$ cat src/rtl/fma_issue_arbiter.sv
// Purpose: round-robin share of one external fpfma pipeline between NREQ requesters, results returned via a response FIFO.
// Latency: grant in cycle T -> fma_issue in T+1 -> result captured at end of T+1+LAT -> rsp_valid from T+2+LAT.
// Backpressure: rsp_valid/rsp_ready on responses; grants stop while reserved slots reach DEPTH. Option: FMA_ARB_PERF_CNT_EN adds perf counters.
module fma_issue_arbiter #(
   parameter int WIDTH = 32,
   parameter int NREQ  = 4,
   parameter int LAT   = 2,
   parameter int DEPTH = 4,
   parameter int IDW   = $clog2(NREQ)
) (
   input  logic                clk,
   input  logic                rst_n,
   input  logic [NREQ-1:0]     req_valid,
   output logic [NREQ-1:0]     req_ready,
   input  logic [NREQ*WIDTH-1:0] req_a,
   input  logic [NREQ*WIDTH-1:0] req_b,
   input  logic [NREQ*WIDTH-1:0] req_c,
   input  logic [2*NREQ-1:0]   req_rnd,
   output logic [WIDTH-1:0]    fma_a,
   output logic [WIDTH-1:0]    fma_b,
   output logic [WIDTH-1:0]    fma_c,
   output logic [1:0]          fma_rnd,
   output logic                fma_issue,
   input  logic [WIDTH-1:0]    fma_result,
   output logic                rsp_valid,
   input  logic                rsp_ready,
   output logic [IDW-1:0]      rsp_id,
   output logic [WIDTH-1:0]    rsp_result
`ifdef FMA_ARB_PERF_CNT_EN
   ,
   output logic [31:0]         perf_issue_cnt,
   output logic [31:0]         perf_stall_cnt
`endif
);

   localparam int CW = $clog2(DEPTH + 1);
   localparam int PW = (DEPTH > 1) ? $clog2(DEPTH) : 1;

   logic [IDW-1:0]   rr_ptr;
   logic [IDW-1:0]   gnt_id;
   logic             gnt;
   logic [CW-1:0]    reserved;
   logic [IDW-1:0]   iss_id;
   logic [LAT-1:0]   pipe_vld;
   logic [IDW-1:0]   pipe_id [LAT];
   logic [WIDTH-1:0] fifo_res [DEPTH];
   logic [IDW-1:0]   fifo_id [DEPTH];
   logic [PW-1:0]    wr_ptr;
   logic [PW-1:0]    rd_ptr;
   logic [CW-1:0]    fifo_cnt;
   logic             push;
   logic             pop;

   // Requester index k positions after the pointer, wrapping modulo NREQ.
   function automatic logic [IDW-1:0] rr_idx(input logic [IDW-1:0] base, input int k);
      int s;
      s = int'(base) + k;
      if (s >= NREQ) s = s - NREQ;
      return IDW'(s);
   endfunction

   function automatic logic [PW-1:0] ptr_inc(input logic [PW-1:0] p);
      return (p == PW'(DEPTH - 1)) ? '0 : p + PW'(1);
   endfunction

   assign push      = pipe_vld[LAT-1];
   assign rsp_valid = (fifo_cnt != '0);
   assign pop       = rsp_valid & rsp_ready;
   assign rsp_id    = fifo_id[rd_ptr];
   assign rsp_result = fifo_res[rd_ptr];

   // Round-robin search from the pointer; gated by the registered reservation count only, so rsp_ready never reaches req_ready.
   always_comb begin
      req_ready = '0;
      gnt       = 1'b0;
      gnt_id    = '0;
      if (rst_n && (reserved < CW'(DEPTH))) begin
         for (int k = 0; k < NREQ; k++) begin
            if (!gnt && req_valid[rr_idx(rr_ptr, k)]) begin
               gnt                          = 1'b1;
               gnt_id                       = rr_idx(rr_ptr, k);
               req_ready[rr_idx(rr_ptr, k)] = 1'b1;
            end
         end
      end
   end

   // Issue registers, RR pointer and reservation count; operands hold when nothing is granted.
   always_ff @(posedge clk or negedge rst_n) begin
      if (!rst_n) begin
         rr_ptr    <= '0;
         reserved  <= '0;
         iss_id    <= '0;
         fma_issue <= 1'b0;
         fma_a     <= '0;
         fma_b     <= '0;
         fma_c     <= '0;
         fma_rnd   <= '0;
      end else begin
         fma_issue <= gnt;
         if (gnt) begin
            rr_ptr  <= (gnt_id == IDW'(NREQ - 1)) ? '0 : gnt_id + IDW'(1);
            iss_id  <= gnt_id;
            fma_a   <= req_a[gnt_id*WIDTH +: WIDTH];
            fma_b   <= req_b[gnt_id*WIDTH +: WIDTH];
            fma_c   <= req_c[gnt_id*WIDTH +: WIDTH];
            fma_rnd <= req_rnd[gnt_id*2 +: 2];
         end
         case ({gnt, pop})
            2'b10:   reserved <= reserved + CW'(1);
            2'b01:   reserved <= reserved - CW'(1);
            default: reserved <= reserved;
         endcase
      end
   end

   // {valid, id} shift pipe that mirrors the datapath depth so each result is tagged with its requester.
   always_ff @(posedge clk or negedge rst_n) begin
      if (!rst_n) begin
         pipe_vld <= '0;
         for (int k = 0; k < LAT; k++) pipe_id[k] <= '0;
      end else begin
         pipe_vld[0] <= fma_issue;
         pipe_id[0]  <= iss_id;
         for (int k = 1; k < LAT; k++) begin
            pipe_vld[k] <= pipe_vld[k-1];
            pipe_id[k]  <= pipe_id[k-1];
         end
      end
   end

   // Response FIFO, first-word-fall-through from a registered head; storage cleared so outputs read zero after reset.
   always_ff @(posedge clk or negedge rst_n) begin
      if (!rst_n) begin
         wr_ptr   <= '0;
         rd_ptr   <= '0;
         fifo_cnt <= '0;
         for (int k = 0; k < DEPTH; k++) begin
            fifo_res[k] <= '0;
            fifo_id[k]  <= '0;
         end
      end else begin
         if (push) begin
            fifo_res[wr_ptr] <= fma_result;
            fifo_id[wr_ptr]  <= pipe_id[LAT-1];
            wr_ptr           <= ptr_inc(wr_ptr);
         end
         if (pop) rd_ptr <= ptr_inc(rd_ptr);
         case ({push, pop})
            2'b10:   fifo_cnt <= fifo_cnt + CW'(1);
            2'b01:   fifo_cnt <= fifo_cnt - CW'(1);
            default: fifo_cnt <= fifo_cnt;
         endcase
      end
   end

   // The reservation count must make a push into a full FIFO unreachable.
   a_fifo_no_overflow: assert property (@(posedge clk) disable iff (!rst_n) !(push && fifo_cnt == CW'(DEPTH)));

`ifdef FMA_ARB_PERF_CNT_EN
   // Saturating counters for issued ops and cycles stalled on a full reservation window.
   always_ff @(posedge clk or negedge rst_n) begin
      if (!rst_n) begin
         perf_issue_cnt <= '0;
         perf_stall_cnt <= '0;
      end else begin
         if (gnt && perf_issue_cnt != 32'hFFFF_FFFF)
            perf_issue_cnt <= perf_issue_cnt + 32'd1;
         if ((|req_valid) && reserved == CW'(DEPTH) && perf_stall_cnt != 32'hFFFF_FFFF)
            perf_stall_cnt <= perf_stall_cnt + 32'd1;
      end
   end
`endif

endmodule
$ cat config.mk
export PLATFORM = sky130hd
export DESIGN_NAME = fma_issue_arbiter
export DESIGN_NICKNAME = d
export VERILOG_FILES = /design/src/rtl/fma_issue_arbiter.sv
export SDC_FILE = /design/constraint.sdc
export NUM_CORES = 1
export LEC_CHECK = 0
export BUFFER_PORTS_ARGS = -buffer_cell sky130_fd_sc_hd__buf_2
export CAP_MARGIN = 20
export CORE_AREA = 5 5 216 218
export CTS_CLUSTER_DIAMETER = 150
export DETAILED_ROUTE_END_ITERATION = 10
export DIE_AREA = 0 0 221 223
export GPL_ROUTABILITY_DRIVEN = 0
export SLEW_MARGIN = 20
export SYNTH_ARGS = -nofsm -noshare
export SYNTH_HDL_FRONTEND = slang
export SYNTH_SLANG_ARGS = --single-unit
$ cat constraint.sdc
create_clock -name clk -period 3.4 [get_ports clk]
set_clock_uncertainty 0.15 [all_clocks]
set_input_delay 0.17 -clock clk [delete_from_list [all_inputs] [get_ports clk]]
set_output_delay 0.17 -clock clk [all_outputs]
set_load 0.02 [all_outputs]
==> metrics.yaml <==
status: "finished clean"
p_leak_uw: 0.0110
ir_worst_vdd_mv: 0.428
synth_warnings: 0
yosys_most_used_dff: "dfrtp_1"
layout_min_cycle_time_ns: 3.37
antenna_found_initial: 34
die_height_um: 223
crit_path_end_kind: "flip-flop"
cts.sinks: 255
num_io_pins: 569
drv_slew: 0
async_reset_ff_share_pct: 100
firstDrtPassIters: 5
path_class: "reg -> reg"
core_area_um2: 44700
fin_area_um2: 22100
timing.critical_path.cells: "inv_1 > ha_4 > mux4_2 > nor2b_4 > nor2_2 > o32a_4 > buf_4 > mux2i_1 > dlygate4sd3_1 > a221oi_1"
clk_pin_slew_ns: 0.06
cp-start-kind: "flip-flop"
die_x_um: 221
p_total_uw: 18200
fin_nets: 2444
grt_use_met3_pct: 8.07
rows: 78
synth.area.top_cells: "dfrtp_1, mux2i_1, mux2_2"
synthesis.area_um2: 13200
ys_ff_latch: 255
cap_violations: 0
min_period_over_period_pct: 99.0
cts_tree: "done"
grt_use_met2_pct: 40.1
crit_arrival_ns: 3.68
area_delta_synth_final_pct: 68.3
cts_buffers: 30
maxSlewHeadroom_pct: 33.8
wl_um: 61900
port_buffers: 568
yosysTopAreaCellShare_pct: 48.5
root_buffer: "clkbuf_16"
ys_top_cells_by_count: "dfrtp_1, mux2i_1, mux2_2"
dieArea_um2: 49300
worst_pin_slew_ns: 0.993
tns_ns: 0
clk_latency_ns: 0.57
drt-initial-drc-count: 1010
hold_violations: 0
dpl_cell_area_um2: 16700
vias_per_cell: 5.18
avgSynthCellArea_um2: 13.1
grt_max_degree: 150
grt-busiest-layer: "met2"
power_density_nw_per_um2: 822
grt_util_met1_pct: 25.6
synth.most_common_cell: "dfrtp_1"
max_stage_delay_ns: 0.57
ys_types: 39
drive_above_1_share_pct: 41.8
wl_per_cell_um: 23.3
grt_pass1_wl_um: 91700
ant_nets: 0
critPathSlowestCell: "dlygate4sd3_1"
synth-seq-area-share_pct: 48.5
grt_pass1_vias: 15300
cts_buffer_depth: 3
cp_max_fo: 7
yosys.area.top_type: "dfrtp_1"
hold_class: "in -> async"
start_util_pct: 29.4
max_freq_ghz: 0.297
synth_fp_nets: 1453
grt_overflow: 0
path_delay_family: "buffers and inverters"
synth-edff-count: 0
num_vias: 13800
htree_levels: 1
setup_violations: 0
dp_hpwl_um: 40100
netlist_instances: 1005
cp.required_ns: 3.71
drc_errors: 0
grt_usage_pct: 23.8
path_buf_inv: 3
## routing by layer
metal / vias up / share of wire [%]
li1: 5830 / -
met1: 6701 / 35
met2: 884 / 48
met3: 331 / 9.2
met4: 4 / 8.1
met5: - / 0.026
## path summary, 6_finish.rpt
check | startpoint | to | slack, ns | cells past startpoint
hold / removal | rst_n | fifo_res[66]$_DFFE_PN0P_ | 0.15 | 3
max in group asynchronous | rst_n | fma_b[26]$_DFFE_PN0P_ | 1.61 | 4
setup reg to reg | rr_ptr[1]$_DFFE_PN0P_ | fma_a[9]$_DFFE_PN0P_ | 0.03 | 10
hold reg to reg | pipe_vld[0]$_DFF_PN0_ | pipe_vld[1]$_DFF_PN0_ | 0.20 | 0
setup / recovery | rr_ptr[1]$_DFFE_PN0P_ | fma_a[9]$_DFFE_PN0P_ | 0.03 | 10
min in group clk | req_valid[3] | iss_id[0]$_DFFE_PN0P_ | 0.16 | 5
## cells in the final DEF, fill, tap and decap left out, types with 30 or more instances in the layout
cell type      netlist  routed
diode_2              0      37
buf_2                2     567
mux2i_1            201     201
buf_4                0      35
dlygate4sd3_1        0     426
nor2_1             115     114
mux4_2              37      37
clkbuf_16            0      30
dfrtp_1            255     253
a221oi_1           102     102
mux2_2             137     137
## metrics by stage
step	setup WS (ns)	std cells	util, %	hold slack, ns
2_1_floorplan	0.297	1005	-	-0.276
3_3_place_gp	0.274	2132	37.4	0.148
3_5_place_dp	0.244	2132	37.4	0.153
4_1_cts	0.0243	2611	49.2	0.120
5_1_grt	-0.0418	2649	49.5	0.192
6_report	0.0330	2654	49.5	0.153
## registers in the layout (all words and copies together), names as in the netlist, 3 cells and up
signal	flops
fma_b	32
pipe_id	4
fma_c	32
fifo_cnt	3
reserved	3
fifo_res	128
fifo_id	8
fma_a	32
## area by class of cell
type,instances,area [um^2]
Tap cell,600,751
Clock buffer,47,905
Timing Repair Buffer,1036,7510
Fill cell,3860,22600
Clock inverter,6,110
Antenna cell,37,92.6
Multi-Input combinational cell,660,6330
Inverter,13,50.0
Sequential cell,255,6380
## cells by family after synthesis
group | share of synthesized area [%]
xor+xnor | 0.399
fa+ha+maj | 1.73
compound gates | 7.77
mux | 33.4
simple gates | 4.42
buf+inv | 3.81
flops | 48.5
## where the power goes
part | leakage [uW] | total, uW | internal (uW) | switching, uW
clock | 0.000488 | 3280 | 1970 | 1310
combinational | 0.00757 | 9300 | 4260 | 5040
sequential | 0.00296 | 5600 | 4610 | 997
## what timing repair did
action / CTS / global route
buffers inserted: 0 / 5
endpoints found under the hold margin: 271 / 0
hold buffers: 426 / 0
resized for setup: 0 / 4
setup endpoints to repair: 0 / 5
## worst register-to-register path, stage by stage, from the launching register on
cell and delay, ns:
dfrtp_1 0.34, inv_1 0.10, ha_4 0.33, mux4_2 0.38, nor2b_4 0.20, nor2_2 0.10, o32a_4 0.47, buf_4 0.21
mux2i_1 0.12, dlygate4sd3_1 0.57, a221oi_1 0.30
No activity file was read; power rests on OpenSTA's default activity.
